### config.mk
export PLATFORM = sky130hd
export DESIGN_NAME = serial_add_ctrl
export DESIGN_NICKNAME = d
export VERILOG_FILES = /design/src/rtl/arith_pkg.sv /design/src/rtl/fulladder.sv /design/src/rtl/serial_add_ctrl.sv
export SDC_FILE = /design/constraint.sdc
export NUM_CORES = 1
export LEC_CHECK = 0
export ABC_AREA = 1
export BUFFER_PORTS_ARGS = -buffer_cell sky130_fd_sc_hd__buf_2
export CAP_MARGIN = 5
export CORE_MARGIN = 2
export CORE_UTILIZATION = 56
export CTS_BUF_LIST = sky130_fd_sc_hd__clkbuf_2 sky130_fd_sc_hd__clkbuf_4 sky130_fd_sc_hd__clkbuf_8
export DETAILED_ROUTE_END_ITERATION = 10
export PLACE_DENSITY_LB_ADDON = 0.12
export RECOVER_POWER = 100
export SETUP_SLACK_MARGIN = 0.1
export SLEW_MARGIN = 20
export SYNTH_ARGS = -nofsm -noshare
export SYNTH_HDL_FRONTEND = slang
export SYNTH_SLANG_ARGS = --single-unit
export TNS_END_PERCENT = 10
### constraint.sdc
create_clock -name clk -period 3.5 [get_ports clk]
set_clock_uncertainty 0.15 [all_clocks]
set_input_delay 0.525 -clock clk [delete_from_list [all_inputs] [get_ports clk]]
set_output_delay 0.525 -clock clk [all_outputs]
set_load 0.01 [all_outputs]
### src/rtl/arith_pkg.sv
// Shared types and sizing helpers for the bit-serial arithmetic engine.
package arith_pkg;

  typedef enum logic [1:0] {
    StIdle,
    StRun,
    StDone
  } state_e;

  localparam int unsigned DefaultWidth = 8;

  // Counter must hold values 0..width so a WIDTH-cycle run can be sequenced.
  function automatic int unsigned cnt_width(input int unsigned width);
    return $clog2(width + 1);
  endfunction

endpackage

### src/rtl/fulladder.sv
// One-bit full-adder cell; the only arithmetic element in the serial engine.
module fulladder (
  input  logic a,
  input  logic b,
  input  logic cin,
  output logic s,
  output logic co
);

  assign s  = a ^ b ^ cin;
  assign co = (a & b) | (a & cin) | (b & cin);

endmodule

### src/rtl/serial_add_ctrl.sv
// Bit-serial add/sub controller: streams WIDTH operand bits LSB first through one
// full-adder cell and presents sum, carry and signed overflow on a valid/ready port.
module serial_add_ctrl
  import arith_pkg::*;
#(
  parameter int unsigned WIDTH = DefaultWidth,
  localparam int unsigned CNT_W = cnt_width(WIDTH)
) (
  input  logic             clk,
  input  logic             rst_n,
  input  logic             start_valid,
  output logic             start_ready,
  input  logic [WIDTH-1:0] a,
  input  logic [WIDTH-1:0] b,
  input  logic             cin,
  input  logic             sub,
  output logic [WIDTH-1:0] sum,
  output logic             cout,
  output logic             ovf,
  output logic             done_valid,
  input  logic             done_ready,
  output logic             busy
);

  state_e state_q, state_d;

  logic [WIDTH-1:0] a_sh_q, a_sh_d;
  logic [WIDTH-1:0] b_sh_q, b_sh_d;
  logic [WIDTH-1:0] sum_sh_q, sum_sh_d;
  logic [WIDTH-1:0] sum_q, sum_d;
  logic [CNT_W-1:0] cnt_q, cnt_d;
  logic             carry_q, carry_d;
  logic             cout_q, cout_d;
  logic             ovf_q, ovf_d;

  logic             fa_s, fa_co;
  logic             last_bit;
  logic [WIDTH-1:0] sum_shifted;

  fulladder u_fa (
    .a   (a_sh_q[0]),
    .b   (b_sh_q[0]),
    .cin (carry_q),
    .s   (fa_s),
    .co  (fa_co)
  );

  // New sum bit enters at the MSB so the result is aligned after WIDTH shifts.
  if (WIDTH == 1) begin : g_sum_w1
    assign sum_shifted = fa_s;
  end else begin : g_sum_wn
    assign sum_shifted = {fa_s, sum_sh_q[WIDTH-1:1]};
  end

  assign last_bit = (state_q == StRun) && (cnt_q == CNT_W'(WIDTH - 1));

  // State register
  always_ff @(posedge clk or negedge rst_n) begin
    if (!rst_n) begin
      state_q <= StIdle;
    end else begin
      state_q <= state_d;
    end
  end

  // Next-state logic
  always_comb begin
    state_d = state_q;
    unique case (state_q)
      StIdle:  if (start_valid) state_d = StRun;
      StRun:   if (last_bit)    state_d = StDone;
      StDone:  if (done_ready)  state_d = StIdle;
      default: state_d = StIdle;
    endcase
  end

  // Outputs depend on state only, so there is no input-to-output path.
  always_comb begin
    start_ready = (state_q == StIdle);
    done_valid  = (state_q == StDone);
    busy        = (state_q != StIdle);
  end

  // Datapath next-state
  always_comb begin
    a_sh_d   = a_sh_q;
    b_sh_d   = b_sh_q;
    sum_sh_d = sum_sh_q;
    carry_d  = carry_q;
    cnt_d    = cnt_q;
    sum_d    = sum_q;
    cout_d   = cout_q;
    ovf_d    = ovf_q;
    unique case (state_q)
      StIdle: begin
        if (start_valid) begin
          // Subtraction is a + ~b + 1: invert b and force the initial carry.
          a_sh_d  = a;
          b_sh_d  = sub ? ~b : b;
          carry_d = sub ? 1'b1 : cin;
          cnt_d   = '0;
        end
      end
      StRun: begin
        a_sh_d   = a_sh_q >> 1;
        b_sh_d   = b_sh_q >> 1;
        sum_sh_d = sum_shifted;
        carry_d  = fa_co;
        cnt_d    = last_bit ? '0 : cnt_q + CNT_W'(1);
        if (last_bit) begin
          // carry_q is the carry into the MSB on this cycle.
          sum_d  = sum_shifted;
          cout_d = fa_co;
          ovf_d  = carry_q ^ fa_co;
        end
      end
      default: ;
    endcase
  end

  always_ff @(posedge clk or negedge rst_n) begin
    if (!rst_n) begin
      a_sh_q   <= '0;
      b_sh_q   <= '0;
      sum_sh_q <= '0;
      sum_q    <= '0;
      cnt_q    <= '0;
      carry_q  <= 1'b0;
      cout_q   <= 1'b0;
      ovf_q    <= 1'b0;
    end else begin
      a_sh_q   <= a_sh_d;
      b_sh_q   <= b_sh_d;
      sum_sh_q <= sum_sh_d;
      sum_q    <= sum_d;
      cnt_q    <= cnt_d;
      carry_q  <= carry_d;
      cout_q   <= cout_d;
      ovf_q    <= ovf_d;
    end
  end

  assign sum  = sum_q;
  assign cout = cout_q;
  assign ovf  = ovf_q;

  cnt_in_range_a : assert property (@(posedge clk) disable iff (!rst_n)
    (state_q == StRun) |-> (cnt_q <= CNT_W'(WIDTH - 1)));

  result_stable_a : assert property (@(posedge clk) disable iff (!rst_n)
    (state_q == StDone) |=> ($stable(sum_q) && $stable(cout_q) && $stable(ovf_q)));

endmodule

## Word-level counts from Yosys, hierarchy flattened

Cells that the tools add are included.

- Add/subtract/negate cells: 1
- Multipliers: 0
- Div/mod/pow operators: 0
- Magnitude comparators: 0
- Equal/unequal tests: 6
- Shifts and indexed selects: 0
- Multiplexer cells: 15
- Bitwise operators: 9
- Reductions and logical operators: 7

Operators with widths:

| cell | count |
|---|---|
| case mux 8 bit (2 select lines) | 2 |
| two-way mux 8 bit | 3 |
| two-way mux 4 bit | 2 |
| inverter 8 bit | 1 |
| case mux 4 bit (2 select lines) | 1 |
| two-way mux 2 bit | 3 |
| case mux 2 bit (3 select lines) | 1 |
| adder 4 x 1 -> 4 bit (second input constant) | 1 |
| == test 4 x 3 -> 1 bit (second input constant) | 1 |
| != test 2 bit (second input constant) | 2 |
| AND reduction 2 bit | 2 |
| nonzero test 2 bit | 2 |
| AND 1 bit | 3 |
| AND reduction 3 bit | 1 |
| XOR 1 bit | 3 |
| == test 2 x 1 -> 1 bit (second input constant) | 1 |
| == test 2 bit (second input constant) | 1 |
| zero test 2 bit | 1 |
| two-way mux 1 bit | 2 |
| != test 2 x 1 -> 1 bit (second input constant) | 1 |
| OR 1 bit | 2 |
| case mux 1 bit (2 select lines) | 1 |
| logical AND 1 bit | 1 |

- Register bits after elaboration: 41
- Bits in latches: 0
- RAM bits: 0
- Memory bits (read-only): 0
- Bits of input ports: 22
- Output and inout port bits: 13
- Logic and storage cells: 47
- Memories kept: 0

## Logic depth before layout (Yosys ltp)

Gate-level depths: netlist (run 1).

- Depth in word-level cells: 4
- Mapped depth: 7
- Depth with buffers taken out: 6

## Cells and area by module

A second synthesis (run 1) with hierarchy kept.

- Cell total of the unflattened synthesis: 204
- Area, all modules: 1,855.5 um^2

By module, submodules not included:

| module | instances | cells an instance | area each (um^2) | seq. area each (um^2) |
|---|---|---|---|---|
| serial_add_ctrl | 1 | 203 | 1,835.5 | 1,001.0 |
| fulladder | 1 | 1 | 20.0 | 0.0 |

## Least setup slack after synthesis (run 1)

OpenSTA, ideal clock, no wires.

- Path type: register to register
- Start: reg cnt_q[0]
- End: reg sum_q[0] (netlist: sum[0])
- Setup time: 0.117 ns
- Arrival: 1.127 ns
- Required time: 3.233 ns
- Path slack: 2.106 ns
- Stages on the path, launching flop included: 8
- Buffers on the path: 1
- Clock period less this slack: 1.394 ns
- Cells stage by stage: dfrtp_1 -> ha_1 -> nand2_1 -> nor2_2 -> nand2_4 -> buf_6 -> nand2_1 -> nand2_1

- Cells in the longest elaborated chain, start to end: 3

RTL lines:

| element | RTL line | RTL |
|---|---|---|
| start: declaration | serial_add_ctrl.sv:31 | `logic [CNT_W-1:0] cnt_q, cnt_d;` |
| start signal: assignment | serial_add_ctrl.sv:136 | `cnt_q <= cnt_d;` |
| == test 4 x 3 -> 1 bit | serial_add_ctrl.sv:55 | `assign last_bit = (state_q == StRun) && (cnt_q == CNT_W'(WIDTH - 1));` |
| logical AND 1 bit | serial_add_ctrl.sv:55 |  |
| AND reduction 2 bit (no source line) | -- |  |
| end signal: assignment | serial_add_ctrl.sv:135 | `sum_q <= sum_d;` |
| end: declaration | serial_add_ctrl.sv:30 | `logic [WIDTH-1:0] sum_q, sum_d;` |

No other way between the ends.
A chain may end at the register's enable or synchronous reset.

## Worst setup path after layout (run 1)

- Start: reg state_q[0]
- End: reg sum_q[2] (netlist: sum[2])

- Cells in the longest elaborated chain, start to end: 3

RTL lines:

| element | RTL line | RTL |
|---|---|---|
| start: declaration | serial_add_ctrl.sv:25 | `state_e state_q, state_d;` |
| start signal: assignment | serial_add_ctrl.sv:60 | `state_q <= StIdle;` |
| start signal: assignment | serial_add_ctrl.sv:62 | `state_q <= state_d;` |
| == test 2 x 1 -> 1 bit (*) | serial_add_ctrl.sv:55, serial_add_ctrl.sv:94 |  |
| logical AND 1 bit | serial_add_ctrl.sv:55 |  |
| AND reduction 2 bit (no source line) (*) | -- |  |

Every way passes the cells marked *; elsewhere a longest branch is shown, timed or not.

==> metrics.yaml, run 1 <==
status: "finished, violations left"
failed_checks: "capacitance limit, slew limit"
synth.avg_cell_area_um2: 9.28
tightest_slew_ns: 2.03
worst-path-max-fanout: 20
numCtsBuffers: 5
die_h_um: 61.7
synth_warnings: 0
power_density_nw_per_um2: 781
hold-path-cell-count: 2
dr.pass1.iters: 4
syn_area_um2: 1870
timing.final.crit_share: 0.661
endpoint: "sum[2]"
start_util: 0.601
synth_cell_type_count: 25
finalInstanceArea_um2: 2010
cts_max_level: 2
row_count: 20
final_core_util: 0.647
numPortBuffers: 34
yosysSeqAreaShare: 0.537
clk_pin_slew_ns: 0.12
synth_nets: 225
synthArstFlopShare: 1.00
final_cell_count_no_fill: 277
drive_gt1_frac: 0.137
grt_max_degree: 41
antenna_found_initial: 0
multi_input_area_um2: 686
clock_sinks: 40
post-route-min-period_ns: 2.31
reg2reg_to: "sum[2]"
cts_setup_buffers: 0
critical_path_arrival_ns: 2.42
synth_ff_type: "dfrtp_1"
die-area_um2: 3810
grt_usage: 0.212
gp_congestion: 0.787
rrSetupSlack_ns: 1.19
nets: 256
syn2layout_area_growth_pct: 7.58
synth_top_area_cell: "dfrtp_1"
synth.ff_latch_count: 40
vias_per_cell: 5.16
power.leakage_nw: 0.998
tns_ns: 0
timing.fmax_mhz: 432
dp_hpwl_um: 2410
ant_nets: 0
syn_inst: 201
routed_wl_um: 3480
worstSetupEndpointType: "flip-flop"
setup_viol: 0
cap_violations: 1
cts_tree: "yes"
drtIter0Drc: 114
synth.area.top_cells: "dfrtp_1, nand2_1, nand3_1, o21ai_2, xor2_1"
worstPathRequired_ns: 3.61
grt_pass1_wl_um: 5860
drc: 0
hold_buffers: 0
insertion_delay_ns: 0.34
diodes: 0
ir_drop_v: 0.000355
crit_type: "reg2reg"
grt-ovfl-total: 0
slew_headroom: -0.352
placedCellCount: 269
hold_viol: 0
cts_root_buf: "clkbuf_4"
synth_top_area_share: 0.537
fp.coreArea_um2: 3100
boundaryPins: 35
rsz0062_at_grt: "false"
avgRoutedWirePerCell_um: 12.6
synth_edf_count: 0
hp-class: "in2reg"
die_w_um: 61.7
fillerInstances: 303
cts_resized: 0
vias: 1430
clock_path_buffers: 2
dpl_cell_area_um2: 2000
drv_slew: 41
grt_pass1_vias: 1308
rr_startpoint: "state_q[0]"
startpoint: "state_q[0]"
setup.worst_path.start_class: "flip-flop"
seq_area_um2: 1000
r2r_cells: 4
sequential cells by signal, summed over array words and instances, names as in the netlist:
| signal | cells |
|---|---|
| a_sh_q | 8 |
| b_sh_q | 8 |
| sum | 8 |
| sum_sh_q | 7 |
| cnt_q | 4 |
| state_q | 2 |
| carry_q | 1 |
| cout | 1 |
| ovf | 1 |
cell type report:
cell class	count	share of cell area
clock buffer	8	0.0330
sequential	40	0.499
timing repair buffer	34	0.0767
tap	44	0.0274
inverter	12	0.0224
multi-input combinational	139	0.342
Yosys cell counts, types with 2 or more instances:
master   number
o21ai_1       3
nand3_1      40
o21ai_2       8
inv_1        10
nand2_1      59
inv_2         2
xor2_1        7
buf_6         3
nor2_4        2
dfrtp_1      40
nor2_1        2
o21ai_0       8
buf_2         2
buf_4         3
xnor2_1       2
per-layer routing:
metal / part of all wire / wire, um / track usage
met4: 0.018 / 64 / 0.0760
met3: 0.053 / 185 / 0.0497
met1: 0.44 / 1540 / 0.281
met2: 0.49 / 1690 / 0.344
met5: 0 / 0 / 0
placed cells by master, fill, tap and decap left out:
cell,netlist,routed
nand2_1,59,60
nand3_1,40,40
dfrtp_1,40,40
buf_2,2,21
o21ai_0,8,19
clkbuf_1,0,13
inv_1,10,10
xor2_1,7,7
clkbuf_4,0,7
nor2_1,2,4
xnor2_1,2,2
inv_2,2,1
clkinv_1,0,1
nor2_2,1,1
nand2_4,1,1
o31ai_1,1,1
nand4_1,1,1
o211ai_1,1,1
fa_1,1,1
ha_1,1,1
clkbuf_8,0,1
how the worst min path moves through the flow:
stage	start	end	slack (ns)
4_1_cts	rst_n	sum[1]	0.15
5_1_grt	done_ready	state_q[1]	0.18
6_report	done_ready	state_q[1]	0.21
3_3_place_gp	sum[0]	sum[0]	0.30
3_5_place_dp	sum[0]	sum[0]	0.31
2_1_floorplan	rst_n	a_sh_q[0]	0.08
stage by stage:
step	setup slack, ns	power (mW)	hold slack (ns)
after floorplan	2.11	1.26	0.0794
after global placement	1.87	1.36	0.304
after detailed placement	1.84	1.40	0.309
after CTS	1.63	1.65	0.154
after global routing	0.927	1.71	0.180
final	1.19	1.57	0.207
critical path: stages (launching register included):
cell and delay (ns):
dfrtp_1 0.43, clkinv_1 0.09, nor2_1 1.00, nand2_4 0.29
o21ai_0 0.26
power breakdown:
part / internal (mW) / switching [mW] / leakage [nW]
registers: 0.648 / 0.123 / 0.517
clock network: 0.115 / 0.139 / 0.0394
logic: 0.188 / 0.353 / 0.442
total: 0.951 / 0.616 / 0.998
kinds of logic (layout without fill, tap and decap cells):
| kind of cell | Yosys count | after routing | synth area share |
|---|---|---|---|
| AND/OR/NAND/NOR | 107 | 107 | 0.258 |
| adder cells (fa/ha/maj) | 2 | 2 | 0.0174 |
| XOR/XNOR | 9 | 9 | 0.0423 |
| buffers and inverters | 22 | 54 | 0.0704 |
| flip-flops | 40 | 40 | 0.537 |
| AO/OA/AOI/OAI | 21 | 21 | 0.0751 |
(Power assumes the default switching activity.)
==> run 2: changes to the inputs <==
--- a/config.mk
+++ b/config.mk
@@ -9,7 +9,7 @@
 export BUFFER_PORTS_ARGS = -buffer_cell sky130_fd_sc_hd__buf_2
 export CAP_MARGIN = 5
 export CORE_MARGIN = 2
-export CORE_UTILIZATION = 56
+export CORE_UTILIZATION = 51
 export CTS_BUF_LIST = sky130_fd_sc_hd__clkbuf_2 sky130_fd_sc_hd__clkbuf_4 sky130_fd_sc_hd__clkbuf_8
 export DETAILED_ROUTE_END_ITERATION = 10
 export PLACE_DENSITY_LB_ADDON = 0.12
==> constraint.sdc (replaced) <==
create_clock -name clk -period 1.9 [get_ports clk]
set_clock_uncertainty 0.15 [all_clocks]
set_input_delay 0.285 -clock clk [delete_from_list [all_inputs] [get_ports clk]]
set_output_delay 0.285 -clock clk [all_outputs]
set_load 0.01 [all_outputs]
==> run 2 against run 1 <==
Compared with the run above: the flow now finishes without violations; register-to-register slack got worse by 0.88 ns; critical path depth fell by 1; first-iteration DRC count decreased by 13%; hold slack got worse by 0.14 ns; die area increased by 9.2%; global-route usage shrank 2.3 points; highest routed layer unchanged; non-clock buffer count rose by 12; design area up 6.0%.
==> metrics.yaml, run 2 (synthesis results as in run 1) <==
numCtsBuffers: 5  # unchanged
nets: 268  # was 256
rsz0062_at_grt: "false"  # unchanged
tns_ns: 0  # unchanged
power.leakage_nw: 1.06  # was 0.998 nW
hold_viol: 0  # unchanged
tightest_slew_ns: 0.716  # was 2.03 ns
clock_sinks: 40  # unchanged
status: "finished, final reports clean"  # was finished, violations left
crit_family: "flip-flops"  # was simple AND/OR/NAND/NOR gates
routed_wl_um: 3420  # was 3480 um
crit_buf_inv: 2  # was 1
dpl_cell_area_um2: 2020  # was 2000 um2
grt_pass1_vias: 1402  # was 1,308
worst-path-max-fanout: 5  # was 20
worstPathRequired_ns: 1.46  # was 3.61 ns
worstSetupEndpointType: "output pin"  # was flip-flop
ant_nets: 0  # unchanged
die_h_um: 64.5  # was 61.7 um
crit_type: "reg2out"  # was reg2reg
vias: 1475  # was 1,430
slowest_stage: "dfrtp_1"  # was nor2_1
cts_resized: 0  # unchanged
path_cells: "nor2_1 > inv_1 > clkbuf_1"  # was clkinv_1 > nor2_1 > nand2_4 > o21ai_0
boundaryPins: 35  # unchanged
layout_common_cells: "nand2_1, nand3_1, dfrtp_1"  # unchanged
clk_pin_slew_ns: 0.11  # was 0.12 ns
clock_path_buffers: 2  # unchanged
post-route-min-period_ns: 1.63
internal_power_mw: 1.78  # was 951 uW
diodes: 0  # unchanged
syn2layout_area_growth_pct: 14.1  # was 7.58%
cts_root_buf: "clkbuf_4"  # unchanged
layout_commonest_cell: "nand2_1"  # unchanged
grt_pass1_wl_um: 6100  # was 5860 um
timing.final.crit_share: 0.858
antenna_found_initial: 0  # unchanged
p_seq_frac: 0.487  # was 0.493
rrSetupSlack_ns: 0.31  # was 1.19 ns
slew_headroom: 0.522  # was -0.352
cap_violations: 0  # was 1
grt_usage: 0.190  # was 0.212
dr.pass1.iters: 4  # unchanged
ir_drop_v: 0.000517  # was 0.000355 V
final_cell_count_no_fill: 291  # was 277
die-area_um2: 4160  # was 3810 um2
setup_viol: 0  # unchanged
power_density_nw_per_um2: 1370  # was 781 nW/um2
drive_gt1_frac: 0.155  # was 0.137
hp-class: "in2reg"  # unchanged
fp.coreArea_um2: 3420  # was 3100 um2
setup.worst_path.start_class: "flip-flop"  # unchanged
drc: 0  # unchanged
p_sw_frac: 0.388  # was 0.393
cts_setup_buffers: 0  # unchanged
finalPower_mw: 2.91  # was 1.57 mW
dp_hpwl_um: 2330  # was 2410 um
row_count: 21  # was 20
drv_slew: 0  # was 41
cts_max_level: 2  # unchanged
drtIter0Drc: 99  # was 114
vias_per_cell: 5.07  # was 5.16
numPortBuffers: 34  # unchanged
gp_congestion: 0.755  # was 0.787
timing.fmax_mhz: 613
clkPwrFrac: 0.160  # was 0.162
start_util: 0.546  # was 0.601
critical-path-max-stage-delay_ns: 0.45  # was 1.00 ns
grt-ovfl-total: 0  # unchanged
hold_buffers: 10  # was 0
finalInstanceArea_um2: 2130  # was 2010 um2
critical_path_arrival_ns: 1.20  # was 2.42 ns
power_frac_comb: 0.353  # was 0.345
avgRoutedWirePerCell_um: 11.7  # was 12.6 um
placedCellCount: 273  # was 269
final_core_util: 0.623  # was 0.647
p_sw_mw: 1.13  # was 616 uW
grt_max_degree: 36  # was 41
die_w_um: 64.5  # was 61.7 um
cts_tree: "yes"  # unchanged
insertion_delay_ns: 0.34  # about the same
==> run 2: worst min-delay path: cells and delay by family <==
kind | cells | cell delay [ns]
XOR/XNOR | 1 | 0.06
AND/OR/NAND/NOR | 2 | 0.10
buffers and inverters | 1 | 0.08
==> run 2: area by class of cell <==
class,count,area [um2]
Inverter,12,45.0
Clock buffer,8,66.3
Sequential cell,40,1000
Tap cell,46,57.6
Fill cell,342,1290
Multi-Input combinational cell,139,691
Timing Repair Buffer,46,268
==> run 2: path summary, 6_finish.rpt <==
check / startpoint / end / cells after the start
hold reg to reg: sum[1] / sum[1] / 2
setup / recovery: state_q[0] / busy / 3
setup reg to reg: state_q[0] / cout / 5
min in group asynchronous: rst_n / sum[2] / 2
max in group asynchronous: rst_n / cnt_q[0] / 3
hold / removal: b[1] / b_sh_q[1] / 4
==> run 2: per-stage QoR <==
step / hold slack [ns] / worst slack, ns
global route: 0.0525 / 0.119
global placement: 0.189 / 0.348
finish: 0.0676 / 0.270
floorplan: -0.161 / 0.506
detailed placement: 0.194 / 0.296
CTS: 0.0582 / 0.282
==> run 2: power groups by stage <==
stage	Clock, mW	Combinational, mW	Sequential, mW
global route	0.535	1.20	1.47
detailed placement	0	1.14	1.44
global placement	0	1.09	1.42
floorplan	0	0.886	1.44
CTS	0.486	1.16	1.42
finish	0.467	1.03	1.42
==> run 2: routing by layer <==
metal	GRT usage	vias up	share of wire	wire, um
li1	-	735	-	-
met1	0.239	687	0.44	1510
met2	0.313	45	0.48	1640
met3	0.0625	8	0.062	211
met4	0.0559	0	0.016	55
met5	0	-	0	0
==> run 3: changes to the inputs <==
--- a/config.mk
+++ b/config.mk
@@ -9,7 +9,7 @@
 export BUFFER_PORTS_ARGS = -buffer_cell sky130_fd_sc_hd__buf_2
 export CAP_MARGIN = 5
 export CORE_MARGIN = 2
-export CORE_UTILIZATION = 51
+export CORE_UTILIZATION = 40
 export CTS_BUF_LIST = sky130_fd_sc_hd__clkbuf_2 sky130_fd_sc_hd__clkbuf_4 sky130_fd_sc_hd__clkbuf_8
 export DETAILED_ROUTE_END_ITERATION = 10
 export PLACE_DENSITY_LB_ADDON = 0.12
==> run 3 against run 2 <==
Compared with the run above: clock power is 46% higher; non-clock buffer count is 5 lower; utilization is 14 points lower; sequential power hardly changed; first-iteration DRC count is 19% lower; clock-buffer cell count is 3 lower; global-route usage is 3.4 points lower; sequential cell count stayed put; largest cell class unchanged; highest routed layer unchanged.
==> metrics.yaml, run 3 (synthesis results as in run 1) <==
die_h_um: 72.3  # was 64.5 um
critical-path-max-stage-delay_ns: 0.42  # was 0.45 ns
r2r_cells: 5  # unchanged
gr-usage-met2: 0.257  # was 0.313
cts_root_buf: "clkbuf_8"  # was clkbuf_4
drc: 0  # unchanged
rsz0062_at_grt: "false"  # unchanged
ant_nets: 0  # unchanged
p_sw_frac: 0.370  # was 0.388
gp_congestion: 0.746  # was 0.755
nets: 263  # was 268
crit_family: "simple AND/OR/NAND/NOR gates"  # was flip-flops
numCtsBuffers: 5  # unchanged
boundaryPins: 35  # unchanged
clk_pin_slew_ns: 0.07  # was 0.11 ns
numPortBuffers: 34  # unchanged
fillerInstances: 478  # was 342
diodes: 0  # unchanged
path_depth: 5  # was 3
cts_max_level: 2  # unchanged
cts_tree: "yes"  # unchanged
syn2layout_area_growth_pct: 13.1  # was 14.1%
routed_wl_um: 3630  # was 3420 um
path_cells: "inv_1 > nand2_1 > buf_4 > nand3_1 > nand3_1"  # was nor2_1 > inv_1 > clkbuf_1
cap_violations: 0  # unchanged
setup_viol: 0  # unchanged
insertion_delay_ns: 0.29  # was 0.34 ns
clkPwrFrac: 0.217  # was 0.160
finalPower_mw: 3.15  # was 2.91 mW
p_seq_frac: 0.449  # was 0.487
drv_slew: 0  # unchanged
grt_pass1_vias: 1421  # was 1,402
drive_gt1_frac: 0.163  # was 0.155
power_density_nw_per_um2: 1490  # was 1370 nW/um2
worstSetupEndpointType: "flip-flop"  # was output pin
p_sw_mw: 1.17  # was 1.13 mW
grt-ovfl-total: 0  # unchanged
critical_path_arrival_ns: 1.61  # was 1.20 ns
rr_startpoint: "state_q[1]"  # was state_q[0]
vias_per_cell: 4.89  # was 5.07
drtIter0Drc: 80  # was 99
dpl_cell_area_um2: 2060  # was 2020 um2
clock_path_buffers: 2  # unchanged
finalInstanceArea_um2: 2110  # was 2130 um2
start_util: 0.423  # was 0.546
post-route-min-period_ns: 1.59  # was 1.63 ns
grt_use_met3: 0.0403  # was 0.0625
cpMostUsedCell: "nand3_1"
internal_power_mw: 1.98  # was 1.78 mW
reg2reg_to: "a_sh_q[0]"  # was cout
slowest_stage: "dfrtp_1"  # unchanged
timing.final.crit_share: 0.835  # was 0.858
power.leakage_nw: 1.04  # was 1.06 nW
grtUsageMet1: 0.197  # was 0.239
worst-path-max-fanout: 13  # was 5
die-area_um2: 5230  # was 4160 um2
die_w_um: 72.3  # was 64.5 um
timing.fmax_mhz: 630  # was 613 MHz
grt_pass1_wl_um: 6300  # was 6100 um
top_usage_layer: "met2"  # unchanged
tightest_slew_ns: 0.583  # was 0.716 ns
worstPathRequired_ns: 1.92  # was 1.46 ns
hp-class: "in2reg"  # unchanged
startpoint: "state_q[1]"  # was state_q[0]
endpoint: "a_sh_q[0]"  # was busy
crit_type: "reg2reg"  # was reg2out
dr.pass1.iters: 4  # unchanged
power_frac_comb: 0.334  # was 0.353
status: "finished, final reports clean"  # unchanged
dp_hpwl_um: 2510  # was 2330 um
avgRoutedWirePerCell_um: 12.4  # was 11.7 um
clock_sinks: 40  # unchanged
slew_headroom: 0.612  # was 0.522
fp.coreArea_um2: 4410  # was 3420 um2
crit_buf_inv: 2  # unchanged
layout_common_cells: "nand2_1, nand3_1, dfrtp_1"  # unchanged
grt_usage: 0.156  # was 0.190
rrSetupSlack_ns: 0.31  # about the same
ir_drop_v: 0.000710  # was 0.000517 V
hold_viol: 0  # unchanged
layout_commonest_cell: "nand2_1"  # unchanged
setup.worst_path.start_class: "flip-flop"  # unchanged
row_count: 24  # was 21
grt_max_degree: 22  # was 36
tns_ns: 0  # unchanged
antenna_found_initial: 0  # unchanged
vias: 1429  # was 1,475
## run 3: how the worst min path moves through the flow
stage,slack [ns],cells past startpoint,start,end
floorplan,-0.16,0,rst_n,a_sh_q[0]
global placement,0.12,1,rst_n,sum[1]
detailed placement,0.12,1,rst_n,sum[0]
CTS,0.03,2,done_ready,state_q[1]
global route,0.03,2,done_ready,state_q[1]
finish,0.03,2,done_ready,state_q[1]
## run 3: repair_timing
action	4_1_cts	5_1_grt
gates resized for setup	0	0
endpoints found under the setup margin	0	0
endpoints found under the hold margin	19	0
hold buffers	1	0
buffers inserted	0	0
## run 3: worst register-to-register path, cell delays in order, from the launching register on
cell     delay, ns
dfrtp_1       0.42
inv_1         0.13
nand2_1       0.30
buf_4         0.31
nand3_1       0.09
nand3_1       0.08
## run 3: through the flow
| step | hold slack, ns | cells | setup slack (ns) | util |
|---|---|---|---|---|
| floorplan | -0.161 | 201 | 0.506 | - |
| finish | 0.0322 | 292 | 0.313 | 0.478 |
| global placement | 0.121 | 283 | 0.434 | 0.467 |
| global route | 0.0286 | 292 | 0.163 | 0.478 |
| CTS | 0.0295 | 292 | 0.366 | 0.494 |
| detailed placement | 0.120 | 283 | 0.418 | 0.467 |
## run 3: metal layers
| metal | wire length [um] | share of wire | up-vias |
|---|---|---|---|
| met2 | 1640 | 0.45 | 28 |
| met4 | 57 | 0.016 | 0 |
| li1 | - | - | 727 |
| met3 | 164 | 0.045 | 7 |
| met1 | 1770 | 0.49 | 667 |
| met5 | 0 | 0 | - |
## run 3: final cells by class
type / count / area (um2) / share of cell area
Clock buffer: 5 / 68.8 / 0.0326
Clock inverter: 3 / 42.5 / 0.0202
Inverter: 12 / 45.0 / 0.0213
Multi-Input combinational cell: 139 / 688 / 0.326
Sequential cell: 40 / 1000 / 0.474
Tap cell: 52 / 65.1 / 0.0308
Timing Repair Buffer: 41 / 200 / 0.0948
## run 3: power by group through the flow
stage | Combinational, mW | Sequential, mW | Clock (mW)
after floorplan | 0.886 | 1.44 | 0
after global placement | 1.17 | 1.43 | 0
after detailed placement | 1.18 | 1.43 | 0
after CTS | 1.18 | 1.42 | 0.700
after global routing | 1.23 | 1.47 | 0.739
final | 1.05 | 1.41 | 0.683
